File: src/rtl/decoder_2to4_pulse_pkg.sv
// Shared types and helpers for the 2-to-4 pulse decoder.
// Latency: n/a (declarations only).
// Backpressure: n/a.
package decoder_pkg;

  localparam int CODE_W = 2;
  localparam int LINES  = 4;
  localparam int CNT_W  = 8;

  typedef enum logic [1:0] {
    IDLE = 2'd0,
    HOLD = 2'd1,
    GAP  = 2'd2
  } state_t;

  // Map a binary select code onto its single active line.
  function automatic logic [LINES-1:0] onehot(input logic [CODE_W-1:0] code);
    logic [LINES-1:0] v;
    v       = '0;
    v[code] = 1'b1;
    return v;
  endfunction

endpackage

File: src/rtl/decoder_2to4_pulse_hold_counter.sv
// Loadable down-counter that parks at zero; times the hold and gap phases.
// Latency: load/dec/clear take effect on the next clock; zero is from the register.
// Backpressure: none; dec at zero is ignored so the count never wraps.
module hold_counter
  import decoder_pkg::*;
(
  input  logic             clk,
  input  logic             rst_n,
  input  logic             load,
  input  logic [CNT_W-1:0] load_val,
  input  logic             dec,
  input  logic             clear,
  output logic             zero
);

  logic [CNT_W-1:0] cnt_q;
  logic [CNT_W-1:0] cnt_d;

  // Next count: clear beats load beats decrement; saturate at zero.
  always_comb begin
    cnt_d = cnt_q;
    if (clear) begin
      cnt_d = '0;
    end else if (load) begin
      cnt_d = load_val;
    end else if (dec && (cnt_q != '0)) begin
      cnt_d = cnt_q - 1'b1;
    end
  end

  // Count register.
  always_ff @(posedge clk or negedge rst_n) begin
    if (!rst_n) begin
      cnt_q <= '0;
    end else begin
      cnt_q <= cnt_d;
    end
  end

  assign zero = (cnt_q == '0);

endmodule

File: src/rtl/decoder_2to4_pulse.sv
// Accepts a 2-bit code, drives its one-hot line for HOLD_CYCLES, idles GAP_CYCLES, pulses done.
// Latency: out valid the cycle after accept; done HOLD_CYCLES cycles after that.
// Backpressure: in_ready low from accept until the gap ends; abort returns to ready next cycle.
module decoder_2to4_pulse
  import decoder_pkg::*;
#(
  parameter int HOLD_CYCLES = 4,
  parameter int GAP_CYCLES  = 1
) (
  input  logic              clk,
  input  logic              rst_n,
  input  logic              in_valid,
  input  logic [CODE_W-1:0] in_code,
  output logic              in_ready,
  input  logic              abort,
  output logic [LINES-1:0]  out,
  output logic              out_active,
  output logic              done
);

  localparam logic [CNT_W-1:0] HOLD_LOAD = CNT_W'(HOLD_CYCLES - 1);
  localparam logic [CNT_W-1:0] GAP_LOAD  = (GAP_CYCLES > 0) ? CNT_W'(GAP_CYCLES - 1) : '0;
  localparam logic             HAS_GAP   = (GAP_CYCLES > 0);

  state_t           state_q, state_d;
  logic [LINES-1:0] out_q, out_d;
  logic             out_active_q, out_active_d;
  logic             done_q, done_d;
  logic             in_ready_q, in_ready_d;

  logic             cnt_load;
  logic [CNT_W-1:0] cnt_load_val;
  logic             cnt_dec;
  logic             cnt_clear;
  logic             cnt_zero;

  hold_counter u_hold_counter (
    .clk      (clk),
    .rst_n    (rst_n),
    .load     (cnt_load),
    .load_val (cnt_load_val),
    .dec      (cnt_dec),
    .clear    (cnt_clear),
    .zero     (cnt_zero)
  );

  // Next state, counter control and registered-output values.
  always_comb begin
    state_d      = state_q;
    out_d        = out_q;
    done_d       = 1'b0;
    in_ready_d   = in_ready_q;
    cnt_load     = 1'b0;
    cnt_load_val = '0;
    cnt_dec      = 1'b0;
    cnt_clear    = 1'b0;

    case (state_q)
      IDLE: begin
        out_d      = '0;
        in_ready_d = 1'b1;
        // abort is meaningless here, so an accept always wins.
        if (in_valid && in_ready_q) begin
          state_d      = HOLD;
          out_d        = onehot(in_code);
          in_ready_d   = 1'b0;
          cnt_load     = 1'b1;
          cnt_load_val = HOLD_LOAD;
        end
      end

      HOLD: begin
        in_ready_d = 1'b0;
        if (abort) begin
          state_d    = IDLE;
          out_d      = '0;
          in_ready_d = 1'b1;
          cnt_clear  = 1'b1;
        end else if (cnt_zero) begin
          out_d  = '0;
          done_d = 1'b1;
          if (HAS_GAP) begin
            state_d      = GAP;
            cnt_load     = 1'b1;
            cnt_load_val = GAP_LOAD;
          end else begin
            // No gap: ready rises alongside done so back-to-back accepts work.
            state_d    = IDLE;
            in_ready_d = 1'b1;
          end
        end else begin
          cnt_dec = 1'b1;
        end
      end

      GAP: begin
        out_d      = '0;
        in_ready_d = 1'b0;
        if (abort) begin
          state_d    = IDLE;
          in_ready_d = 1'b1;
          cnt_clear  = 1'b1;
        end else if (cnt_zero) begin
          state_d    = IDLE;
          in_ready_d = 1'b1;
        end else begin
          cnt_dec = 1'b1;
        end
      end

      default: begin
        state_d    = IDLE;
        out_d      = '0;
        in_ready_d = 1'b1;
        cnt_clear  = 1'b1;
      end
    endcase

    out_active_d = |out_d;
  end

  // State and output registers; reset drives everything idle immediately.
  always_ff @(posedge clk or negedge rst_n) begin
    if (!rst_n) begin
      state_q      <= IDLE;
      out_q        <= '0;
      out_active_q <= 1'b0;
      done_q       <= 1'b0;
      in_ready_q   <= 1'b1;
    end else begin
      state_q      <= state_d;
      out_q        <= out_d;
      out_active_q <= out_active_d;
      done_q       <= done_d;
      in_ready_q   <= in_ready_d;
    end
  end

  assign out        = out_q;
  assign out_active = out_active_q;
  assign done       = done_q;
  assign in_ready   = in_ready_q;

endmodule

File: config.mk
export PLATFORM = sky130hd
export DESIGN_NAME = decoder_2to4_pulse
export DESIGN_NICKNAME = d
export VERILOG_FILES = /design/src/rtl/decoder_2to4_pulse_pkg.sv /design/src/rtl/decoder_2to4_pulse_hold_counter.sv /design/src/rtl/decoder_2to4_pulse.sv
export SDC_FILE = /design/constraint.sdc
export NUM_CORES = 1
export LEC_CHECK = 0
export ABC_AREA = 1
export CELL_PAD_IN_SITES_DETAIL_PLACEMENT = 1
export CELL_PAD_IN_SITES_GLOBAL_PLACEMENT = 1
export CORE_MARGIN = 10
export CORE_UTILIZATION = 35
export CTS_BUF_LIST = sky130_fd_sc_hd__clkbuf_8
export CTS_CLUSTER_DIAMETER = 200
export DETAILED_ROUTE_END_ITERATION = 8
export PLACE_DENSITY_LB_ADDON = 0.1
export REMOVE_ABC_BUFFERS = 1
export SYNTH_ARGS = -nofsm -noshare
export SYNTH_HDL_FRONTEND = slang
export SYNTH_SLANG_ARGS = --single-unit
File: constraint.sdc
create_clock -name clk -period 1.6 [get_ports clk]
set_clock_uncertainty 0.2 [all_clocks]
set_input_delay 0.16 -clock clk [delete_from_list [all_inputs] [get_ports clk]]
set_output_delay 0.16 -clock clk [all_outputs]
set_load 0.01 [all_outputs]
==> qor.txt, run 1 <==
power dissipated by switching net loads = 1970 uW
logic gate share of total power = 73.9%
final setup violating endpoints = 0
layout-stage area growth over the synthesis result = 48.6%
vertical extent of the die = 76.2 um
Slew headroom = 83.3%
transition time of the tightest slew-check pin = 251 ps
TritonCTS clock tree = yes
Die Wd = 76.2 um
commonest cells after routing, fill and taps aside = 26 x nand2_1, 21 x buf_4, 16 x dfrtp_1
first-pass GRT wire length = 5250 um
Placed Area = 1420 sq um
net count reported at finish = 189
critical path startpoint = state_q[0]
worst-case clock buffer depth = 2
data arrival at the endpoint of the critical path = 1540 ps
commonest non-fill, non-tap cell in the layout = nand2_1
status = complete, no violations
FF-to-FF setup slack = 4 ps
path category of the worst min-delay check = in -> async
routed length per instance = 13.4 um
Hold-fix buffers, CTS = 0
power density over the cells = 2420 nW/um^2
fraction of the yosys area taken by sequential cells = 38.6%
overall die area = 5800 sq um
worst r2r src = state_q[0]
latest clock arrival within the worst-skew pair = 260 ps
Worst Path Class, Setup = reg -> reg
data required time at the worst endpoint = 1540 ps
f_max = 627 MHz
average size of a mapped cell = 8.06 sq um
clock transition at the register clock pins on the worst setup and hold paths after CTS = 80 ps
Top-Level Pins = 13
number of warnings printed during yosys synthesis = 0
CTS Sinks = 17
ratio of cells with drive above 1 in the final layout = 43.8%
setup repair after global routing missed its margin = true
post-layout min period = 1600 ps
total number of vias = 1011
Clk network pwr share = 8.5%
leakage power of the design = 0.000817 uW
DRT Wirelength = 2940 um
Detail Placement HPWL = 2250 um
initial antenna violation count = 0
pins over their slew limit = 0
initial core utilization = 36.5%
number of buffers created by CTS = 3
core area = 3030 sq um
clock root buffer = clkbuf_8
aggregate global-route resource usage = 10.5%
Buffers on Ports = 12
Cell Int Power = 1990 uW
first-pass iteration count of the detailed router = 4
Final ANT Viol Nets = 0
Final TNS setup = 0 ps
Power, Total = 3960 uW
max-cap viol count = 0
vias in the first global route = 1166
worst supply voltage drop on vdd = 1.30 mV
sw frac = 49.7%
Hold Fails Final Rpt = 0
final worst path period share = 99.8%
DRC violation count after routing = 0
Final Instance Area = 1640 sq um
number of rows created at floorplan = 20
routability cong. = 0.816
netlist area before placement = 1100 sq um
post-layout util = 54.2%
detail-routed via count per cell = 4.60
sequential cell fraction of total power = 17.6%
DRC violation total after the first TritonRoute iteration = 37
type of destination of the critical path = register
cell count after synthesis = 137
H-tree levels = 1
number of distinct library cells after synthesis = 22
number of cells in the design after placement = 212
biggest fanout along the worst timing path = 4
destination of the worst register-to-register timing path = u_hold_counter.cnt_q[0]
Yosys reg bits = 17
global route overflow = 0
pin count of the biggest net entering global routing = 18
number of antenna cells inserted = 0
Final Non-Filler Cells = 220
Setup crit start kind = register
worst reg2reg path depth = 9
## what timing repair did
action,4_1_cts,5_1_grt
hold endpoints to repair,0,0
setup endpoints to repair,14,14
resized for setup,20,17
setup buffers,3,1
pin swaps,7,17
## cell families (layout without fill, tap and decap cells)
logic type	after synthesis	in the layout	synth area share, %
flip-flops	17	17	38.6
adder cells (fa/ha/maj)	6	6	6.79
AO/OA/AOI/OAI	14	14	8.27
XOR/XNOR	1	1	0.793
buffers and inverters	23	62	8.04
AND/OR/NAND/NOR	76	76	37.5
## power groups by stage
| stage | combinational, uW | sequential (uW) | clock, uW |
|---|---|---|---|
| 2_1_floorplan | 1570 | 711 | 0 |
| 3_3_place_gp | 2320 | 687 | 0 |
| 3_5_place_dp | 2380 | 690 | 0 |
| 4_1_cts | 2750 | 689 | 352 |
| 5_1_grt | 3240 | 720 | 370 |
| 6_report | 2930 | 697 | 336 |
## cell type report
type / count / area [sq um]
clock inverters: 1 / 5.00
clock buffers: 3 / 41.3
flip-flops and latches: 17 / 427
multi-input cells: 97 / 721
inverters: 23 / 91.3
repair buffers: 35 / 302
well taps: 44 / 55.1
fillers: 363 / 1390
## state kept, by name, summed over array words and instances (netlist names)
name / count
out: 4
state_q: 2
out_active: 1
in_ready: 1
u_hold_counter.cnt_q: 8
done: 1
## routing by layer
layer  wire length [um]  vias to the layer above  share of wire [%]  GRT usage (%)
met5                  0                        -                  0              0
met1               1340                      488                 46           12.3
met3                103                        0                3.5           3.18
met4                  0                        0                  0           1.49
met2               1500                       15                 51           18.7
li1                   -                      508                  -              -
## worst max path at each step
| stage | endpoint | cells past startpoint |
|---|---|---|
| floorplan | u_hold_counter.cnt_q[0] | 8 |
| detailed placement | u_hold_counter.cnt_q[0] | 9 |
| finish | u_hold_counter.cnt_q[0] | 9 |
| CTS | u_hold_counter.cnt_q[0] | 9 |
| global route | u_hold_counter.cnt_q[1] | 10 |
| global placement | u_hold_counter.cnt_q[6] | 7 |
## synth_stat cells, drive strengths merged
library cell	count	area, sq um
nand3	17	100
nor2	21	144
dfrtp	16	400
a21oi	5	25.0
nand4	2	12.5
nand2	36	158
xor2	1	8.76
dfstp	1	26.3
o21bai	1	7.51
o21ai	8	58.8
inv	23	88.8
ha	6	75.1
## stage by stage
step / setup slack [ps] / hold WS (ps)
after detailed placement: -138 / 323
after floorplan: -75.5 / -336
after CTS: -9.81 / 45.4
after global routing: -103 / 57.7
final: 3.91 / 36.3
after global placement: -88.6 / 317
## critical path: stages (launching register included)
cell     delay, ps
dfrtp_1        380
inv_2           70
ha_4           310
nand2_8         70
o21ai_4         80
nand3_4        120
inv_4           90
nand2_2         50
nand2_1         60
nand2_1         50
(Power assumes the default switching activity.)
==> run 2: changes to the inputs <==
==> constraint.sdc (replaced) <==
create_clock -name clk -period 1.65 [get_ports clk]
set_clock_uncertainty 0.2 [all_clocks]
set_input_delay 0.165 -clock clk [delete_from_list [all_inputs] [get_ports clk]]
set_output_delay 0.165 -clock clk [all_outputs]
set_load 0.01 [all_outputs]
==> run 2 against run 1 <==
Non-clock buffer count is 7 lower. Core utilization shrank 2.9 points. Flip-flop and latch count is the same. Setup slack improved by 6.1 ps. Largest power group unchanged. Fmax fell by 2.7%. Design area decreased by 5.4%. Combinational power shrank 12%.
==> qor.txt, run 2 (synthesis gave the netlist of run 1 again) <==
number of rows created at floorplan = 20 (unchanged)
path category of the worst min-delay check = in -> async (unchanged)
leakage power of the design = 0.000765 uW (was 0.000817 uW)
vertical extent of the die = 76.2 um (unchanged)
data arrival at the endpoint of the critical path = 1630 ps (was 1540 ps)
Detail Placement HPWL = 2210 um (was 2250 um)
f_max = 610 MHz (was 627 MHz)
layout-stage area growth over the synthesis result = 40.5% (was 48.6%)
number of antenna cells inserted = 0 (unchanged)
total number of vias = 973 (was 1011)
setup repair after global routing missed its margin = true (unchanged)
initial antenna violation count = 0 (unchanged)
net count reported at finish = 182 (was 189)
clock root buffer = clkbuf_8 (unchanged)
first-pass iteration count of the detailed router = 4 (unchanged)
initial core utilization = 36.5% (unchanged)
first-pass GRT wire length = 4950 um (was 5250 um)
latest clock arrival within the worst-skew pair = 250 ps (was 260 ps)
Die Wd = 76.2 um (unchanged)
CTS Sinks = 17 (unchanged)
number of buffers created by CTS = 3 (unchanged)
Hold Fails Final Rpt = 0 (unchanged)
Worst Path Class, Setup = reg -> reg (unchanged)
aggregate global-route resource usage = 10.2% (was 10.5%)
Slew headroom = 83.7% (was 83.3%)
Top-Level Pins = 13 (unchanged)
Final ANT Viol Nets = 0 (unchanged)
final worst path period share = 99.4% (was 99.8%)
power density over the cells = 2310 nW/um^2 (was 2420 nW/um^2)
commonest non-fill, non-tap cell in the layout = nand2_1 (unchanged)
routed length per instance = 13.2 um (was 13.4 um)
routability cong. = 0.791 (was 0.816)
status = complete, no violations (unchanged)
Placed Area = 1380 sq um (was 1420 sq um)
commonest cells after routing, fill and taps aside = 28 x nand2_1, 16 x dfrtp_1, 15 x buf_4 (was 26 x nand2_1, 21 x buf_4, 16 x dfrtp_1)
DRC violation count after routing = 0 (unchanged)
Setup crit start kind = register (unchanged)
data required time at the worst endpoint = 1640 ps (was 1540 ps)
Final Instance Area = 1550 sq um (was 1640 sq um)
Final TNS setup = 0 ps (unchanged)
vias in the first global route = 1080 (was 1166)
number of flip-flops in the largest register = 8 (unchanged)
detail-routed via count per cell = 4.57 (was 4.60)
post-layout min period = 1640 ps (was 1600 ps)
overall die area = 5800 sq um (unchanged)
global route overflow = 0 (unchanged)
clock transition at the register clock pins on the worst setup and hold paths after CTS = 70 ps (was 80 ps)
Buffers on Ports = 12 (unchanged)
pin count of the biggest net entering global routing = 18 (unchanged)
TritonCTS clock tree = yes (unchanged)
DRT Wirelength = 2800 um (was 2940 um)
final hold slack = 36.5 ps (was 36.3 ps)
biggest fanout along the worst timing path = 3 (was 4)
worst supply voltage drop on vdd = 1.16 mV (was 1.30 mV)
transition time of the tightest slew-check pin = 244 ps (was 251 ps)
Most flops, register = u_hold_counter.cnt_q (unchanged)
Hold-fix buffers, CTS = 0 (unchanged)
type of destination of the critical path = register (unchanged)
ratio of cells with drive above 1 in the final layout = 37.3% (was 43.8%)
core area = 3030 sq um (unchanged)
final setup violating endpoints = 0 (unchanged)
DRC violation total after the first TritonRoute iteration = 31 (was 37)
worst-case clock buffer depth = 2 (unchanged)
max-cap viol count = 0 (unchanged)
pins over their slew limit = 0 (unchanged)
H-tree levels = 1 (unchanged)
[run 2: changes by cell type in the layout (fill, tap and decap cells not counted), sizes merged]
| cell | change |
|---|---|
| buf | -7 |
| clkdlybuf4s50 | +1 |
| dlymetal6s2s | -1 |
[run 2: power breakdown]
part           switching [uW]  internal (uW)  leakage [uW]
clock network             150            168     0.0000255
logic                    1530           1060      0.000513
registers                 109            570      0.000227
[run 2: area by class of cell]
class / instances / area [sq um]
fill: 376 / 1480
multi-input combinational: 97 / 688
sequential: 17 / 427
timing repair buffer: 28 / 243
inverter: 23 / 93.8
tap: 44 / 55.1
clock buffer: 3 / 41.3
clock inverter: 1 / 5.00
[run 2: path summary, 6_finish.rpt]
kind / cells after the start / slack [ps] / end / startpoint
max: 9 / 10 / u_hold_counter.cnt_q[1] / state_q[0]
min: 2 / 40 / u_hold_counter.cnt_q[5] / rst_n
max reg2reg: 9 / 10 / u_hold_counter.cnt_q[1] / state_q[0]
min reg2reg: 2 / 290 / u_hold_counter.cnt_q[0] / u_hold_counter.cnt_q[0]
max in group asynchronous: 2 / 960 / in_ready / rst_n
min in group clk: 2 / 290 / u_hold_counter.cnt_q[0] / u_hold_counter.cnt_q[0]
[run 2: layer usage]
layer	track usage [%]	share of wire [%]	vias to the layer above
met5	0	0	-
met4	3.35	1.3	0
met3	2.48	3.4	5
met2	18.4	51	10
met1	11.3	44	463
li1	-	-	495
[run 2: per-stage QoR]
stage / instances / utilization, % / power [uW] / setup slack [ps]
detailed placement: 206 / 45.5 / 2870 / -97.6
global route: 213 / 51.3 / 3940 / -74.4
CTS: 211 / 48.5 / 3380 / -12.7
finish: 213 / 51.3 / 3590 / 9.96
global placement: 206 / 45.5 / 2820 / -53.0
floorplan: 137 / - / 2210 / -25.5
[run 2: worst max-delay path: stages, from the launching register on]
cell and delay, ps:
dfrtp_1 400, inv_2 70, ha_4 300, nand2_4 80, o21ai_4 80, buf_4 150
nand2_1 70, nor2_1 110, nand2_1 60, nand2_1 60
[run 2: repair_timing]
action                     CTS  global route
setup buffers                1             2
gates resized for setup     10            17
setup endpoints to repair   11            12
pin swaps                    4            17
==> run 3: changes to the inputs <==
==> constraint.sdc (replaced) <==
create_clock -name clk -period 1.7 [get_ports clk]
set_clock_uncertainty 0.2 [all_clocks]
set_input_delay 0.17 -clock clk [delete_from_list [all_inputs] [get_ports clk]]
set_output_delay 0.17 -clock clk [all_outputs]
set_load 0.01 [all_outputs]
==> run 3 against run 2 <==
Sequential share of layout area fell by 0.17 points. Combinational power is 2% lower. Core utilization rose by 0.62 points. Fmax is 0.73% lower. Critical path depth unchanged. Hold slack improved by 11 ps. Die area unchanged. Via count grew 2.2%. First-iteration DRC count decreased by 39%. Sequential power is 0.7% lower. Global-route usage down 0.34 points. Highest routed layer unchanged.
==> qor.txt, run 3 (synthesis gave the netlist of run 1 again) <==
status = complete, no violations (unchanged)
Die Wd = 76.2 um (unchanged)
Setup crit start kind = register (unchanged)
Layout fillers = 356 (was 376)
first-pass iteration count of the detailed router = 3 (was 4)
commonest non-fill, non-tap cell in the layout = nand2_1 (unchanged)
worst-case clock buffer depth = 2 (unchanged)
power dissipated by switching net loads = 1740 uW (was 1790 uW)
cell with the largest stage delay on the worst path = dfrtp_1 (unchanged)
Final Instance Area = 1570 sq um (was 1550 sq um)
layout-stage area growth over the synthesis result = 42.2% (was 40.5%)
Buffers on Ports = 12 (unchanged)
kind of cell adding the most delay to the critical path = simple AND/OR/NAND/NOR gates (was flip-flops)
number of antenna cells inserted = 0 (unchanged)
number of flip-flops in the largest register = 8 (unchanged)
latest clock arrival within the worst-skew pair = 250 ps (about the same)
CP cell instances = inv_2 -> ha_4 -> inv_2 -> nor2_4 -> nand3_4 -> nand3_4 -> nor2_4 -> nand2_1 -> nand2_1 (was inv_2 -> ha_4 -> nand2_4 -> o21ai_4 -> buf_4 -> nand2_1 -> nor2_1 -> nand2_1 -> nand2_1)
worst supply voltage drop on vdd = 0.956 mV (was 1.16 mV)
aggregate global-route resource usage = 9.82% (was 10.2%)
overall die area = 5800 sq um (unchanged)
global route overflow = 0 (unchanged)
transition time of the tightest slew-check pin = 271 ps (was 244 ps)
Final ANT Viol Nets = 0 (unchanged)
Placed Area = 1360 sq um (was 1380 sq um)
Post-Place Worst Slack = -99.4 ps (was -97.6 ps)
final worst path period share = 97.2% (was 99.4%)
setup slack of the critical path after layout = 47.9 ps (was 9.96 ps)
data required time at the worst endpoint = 1640 ps (about the same)
vias in the first global route = 1106 (was 1080)
pins over their slew limit = 0 (unchanged)
post-layout min period = 1650 ps (was 1640 ps)
buffers and inverters on the worst path = 2 (unchanged)
Worst Path Class, Setup = reg -> reg (unchanged)
Final Non-Filler Cells = 215 (was 213)
clock transition at the register clock pins on the worst setup and hold paths after CTS = 70 ps (about the same)
biggest fanout along the worst timing path = 4 (was 3)
met2 Resource Use GR = 18.0% (was 18.4%)
sequential standard cell area = 429 sq um (was 427 sq um)
Clk network pwr share = 8.4% (was 8.9%)
Detail Placement HPWL = 2170 um (was 2210 um)
logic gate share of total power = 72.5% (was 72.2%)
type of destination of the critical path = register (unchanged)
final setup violating endpoints = 0 (unchanged)
net count reported at finish = 184 (was 182)
core area = 3030 sq um (unchanged)
total number of vias = 994 (was 973)
number of buffers created by CTS = 3 (unchanged)
pin count of the biggest net entering global routing = 18 (unchanged)
GRT met3 Usage = 2.36% (was 2.48%)
clock root buffer = clkbuf_8 (unchanged)
Power, Total = 3520 uW (was 3590 uW)
detail-routed via count per cell = 4.62 (was 4.57)
Most flops, register = u_hold_counter.cnt_q (unchanged)
peak-usage layer in the global routing report = met2 (unchanged)
met1 GRT Util = 11.3% (about the same)
first-pass GRT wire length = 4900 um (was 4950 um)
setup repair after global routing missed its margin = true (unchanged)
routed length per instance = 13.7 um (was 13.2 um)
Top-Level Pins = 13 (unchanged)
Cell Int Power = 1780 uW (was 1800 uW)
delay of the slowest critical-path stage = 390 ps (was 400 ps)
f_max = 605 MHz (was 610 MHz)
TritonCTS clock tree = yes (unchanged)
number of rows created at floorplan = 20 (unchanged)
data arrival at the endpoint of the critical path = 1590 ps (was 1630 ps)
post-layout util = 51.9% (was 51.3%)
commonest cells after routing, fill and taps aside = 28 x nand2_1, 17 x buf_4, 14 x dfrtp_1 (was 28 x nand2_1, 16 x dfrtp_1, 15 x buf_4)
Multi-input gate area = 689 sq um (was 688 sq um)
path category of the worst min-delay check = in -> async (unchanged)
DRC violation total after the first TritonRoute iteration = 19 (was 31)
power density over the cells = 2240 nW/um^2 (was 2310 nW/um^2)
Slew headroom = 81.9% (was 83.7%)
ratio of cells with drive above 1 in the final layout = 39.2% (was 37.3%)
H-tree levels = 1 (unchanged)
max-cap viol count = 0 (unchanged)
routability cong. = 0.773 (was 0.791)
sw frac = 49.5% (was 49.8%)
CTS Sinks = 17 (unchanged)
leakage power of the design = 0.000779 uW (was 0.000765 uW)
number of cells in the design after placement = 203 (was 206)
DRC violation count after routing = 0 (unchanged)
DRT Wirelength = 2950 um (was 2800 um)
Hold-fix buffers, CTS = 0 (unchanged)
sequential cell fraction of total power = 19.1% (was 18.9%)
initial core utilization = 36.5% (unchanged)
initial antenna violation count = 0 (unchanged)
Hold Fails Final Rpt = 0 (unchanged)
vertical extent of the die = 76.2 um (unchanged)
run 3: power by group through the flow:
stage,Clock (uW),Sequential (uW),Combinational [uW]
after floorplan,0,669,1480
after global placement,0,654,2050
after detailed placement,0,664,2090
after CTS,308,656,2280
after global routing,333,693,2840
final,296,674,2550
run 3: timing repair:
item / 4_1_cts / 5_1_grt
pin swaps: 0 / 20
gates resized for setup: 8 / 22
buffers inserted: 1 / 7
setup endpoints to repair: 8 / 11
cloned: 0 / 0
run 3: worst paths after layout:
path	from	end	slack, ps	depth (start not counted)
setup / recovery	state_q[1]	u_hold_counter.cnt_q[6]	50	9
hold / removal	rst_n	u_hold_counter.cnt_q[0]	50	2
setup reg to reg	state_q[1]	u_hold_counter.cnt_q[6]	50	9
hold reg to reg	u_hold_counter.cnt_q[1]	u_hold_counter.cnt_q[1]	310	2
max in group asynchronous	rst_n	in_ready	1000	2
min in group clk	u_hold_counter.cnt_q[1]	u_hold_counter.cnt_q[1]	310	2
run 3: per-layer routing:
metal	wire length (um)	up-vias
met2	1620	7
met1	1240	487
li1	-	498
met3	71	2
met5	0	-
met4	12	0
run 3: cell type report:
class	instances	area share, %
Timing Repair Buffer	30	16.6
Tap cell	44	3.50
Multi-Input combinational cell	97	43.9
Sequential cell	17	27.3
Clock inverter	1	0.239
Clock buffer	3	2.63
Inverter	23	5.81
run 3: through the flow:
| stage | setup TNS, ps | hold WS (ps) |
|---|---|---|
| final | 0 | 47.4 |
| after global routing | -120 | 76.9 |
| after CTS | 0 | 63.1 |
| after detailed placement | -297 | 274 |
| after global placement | -12.9 | 270 |
| after floorplan | 0 | -326 |
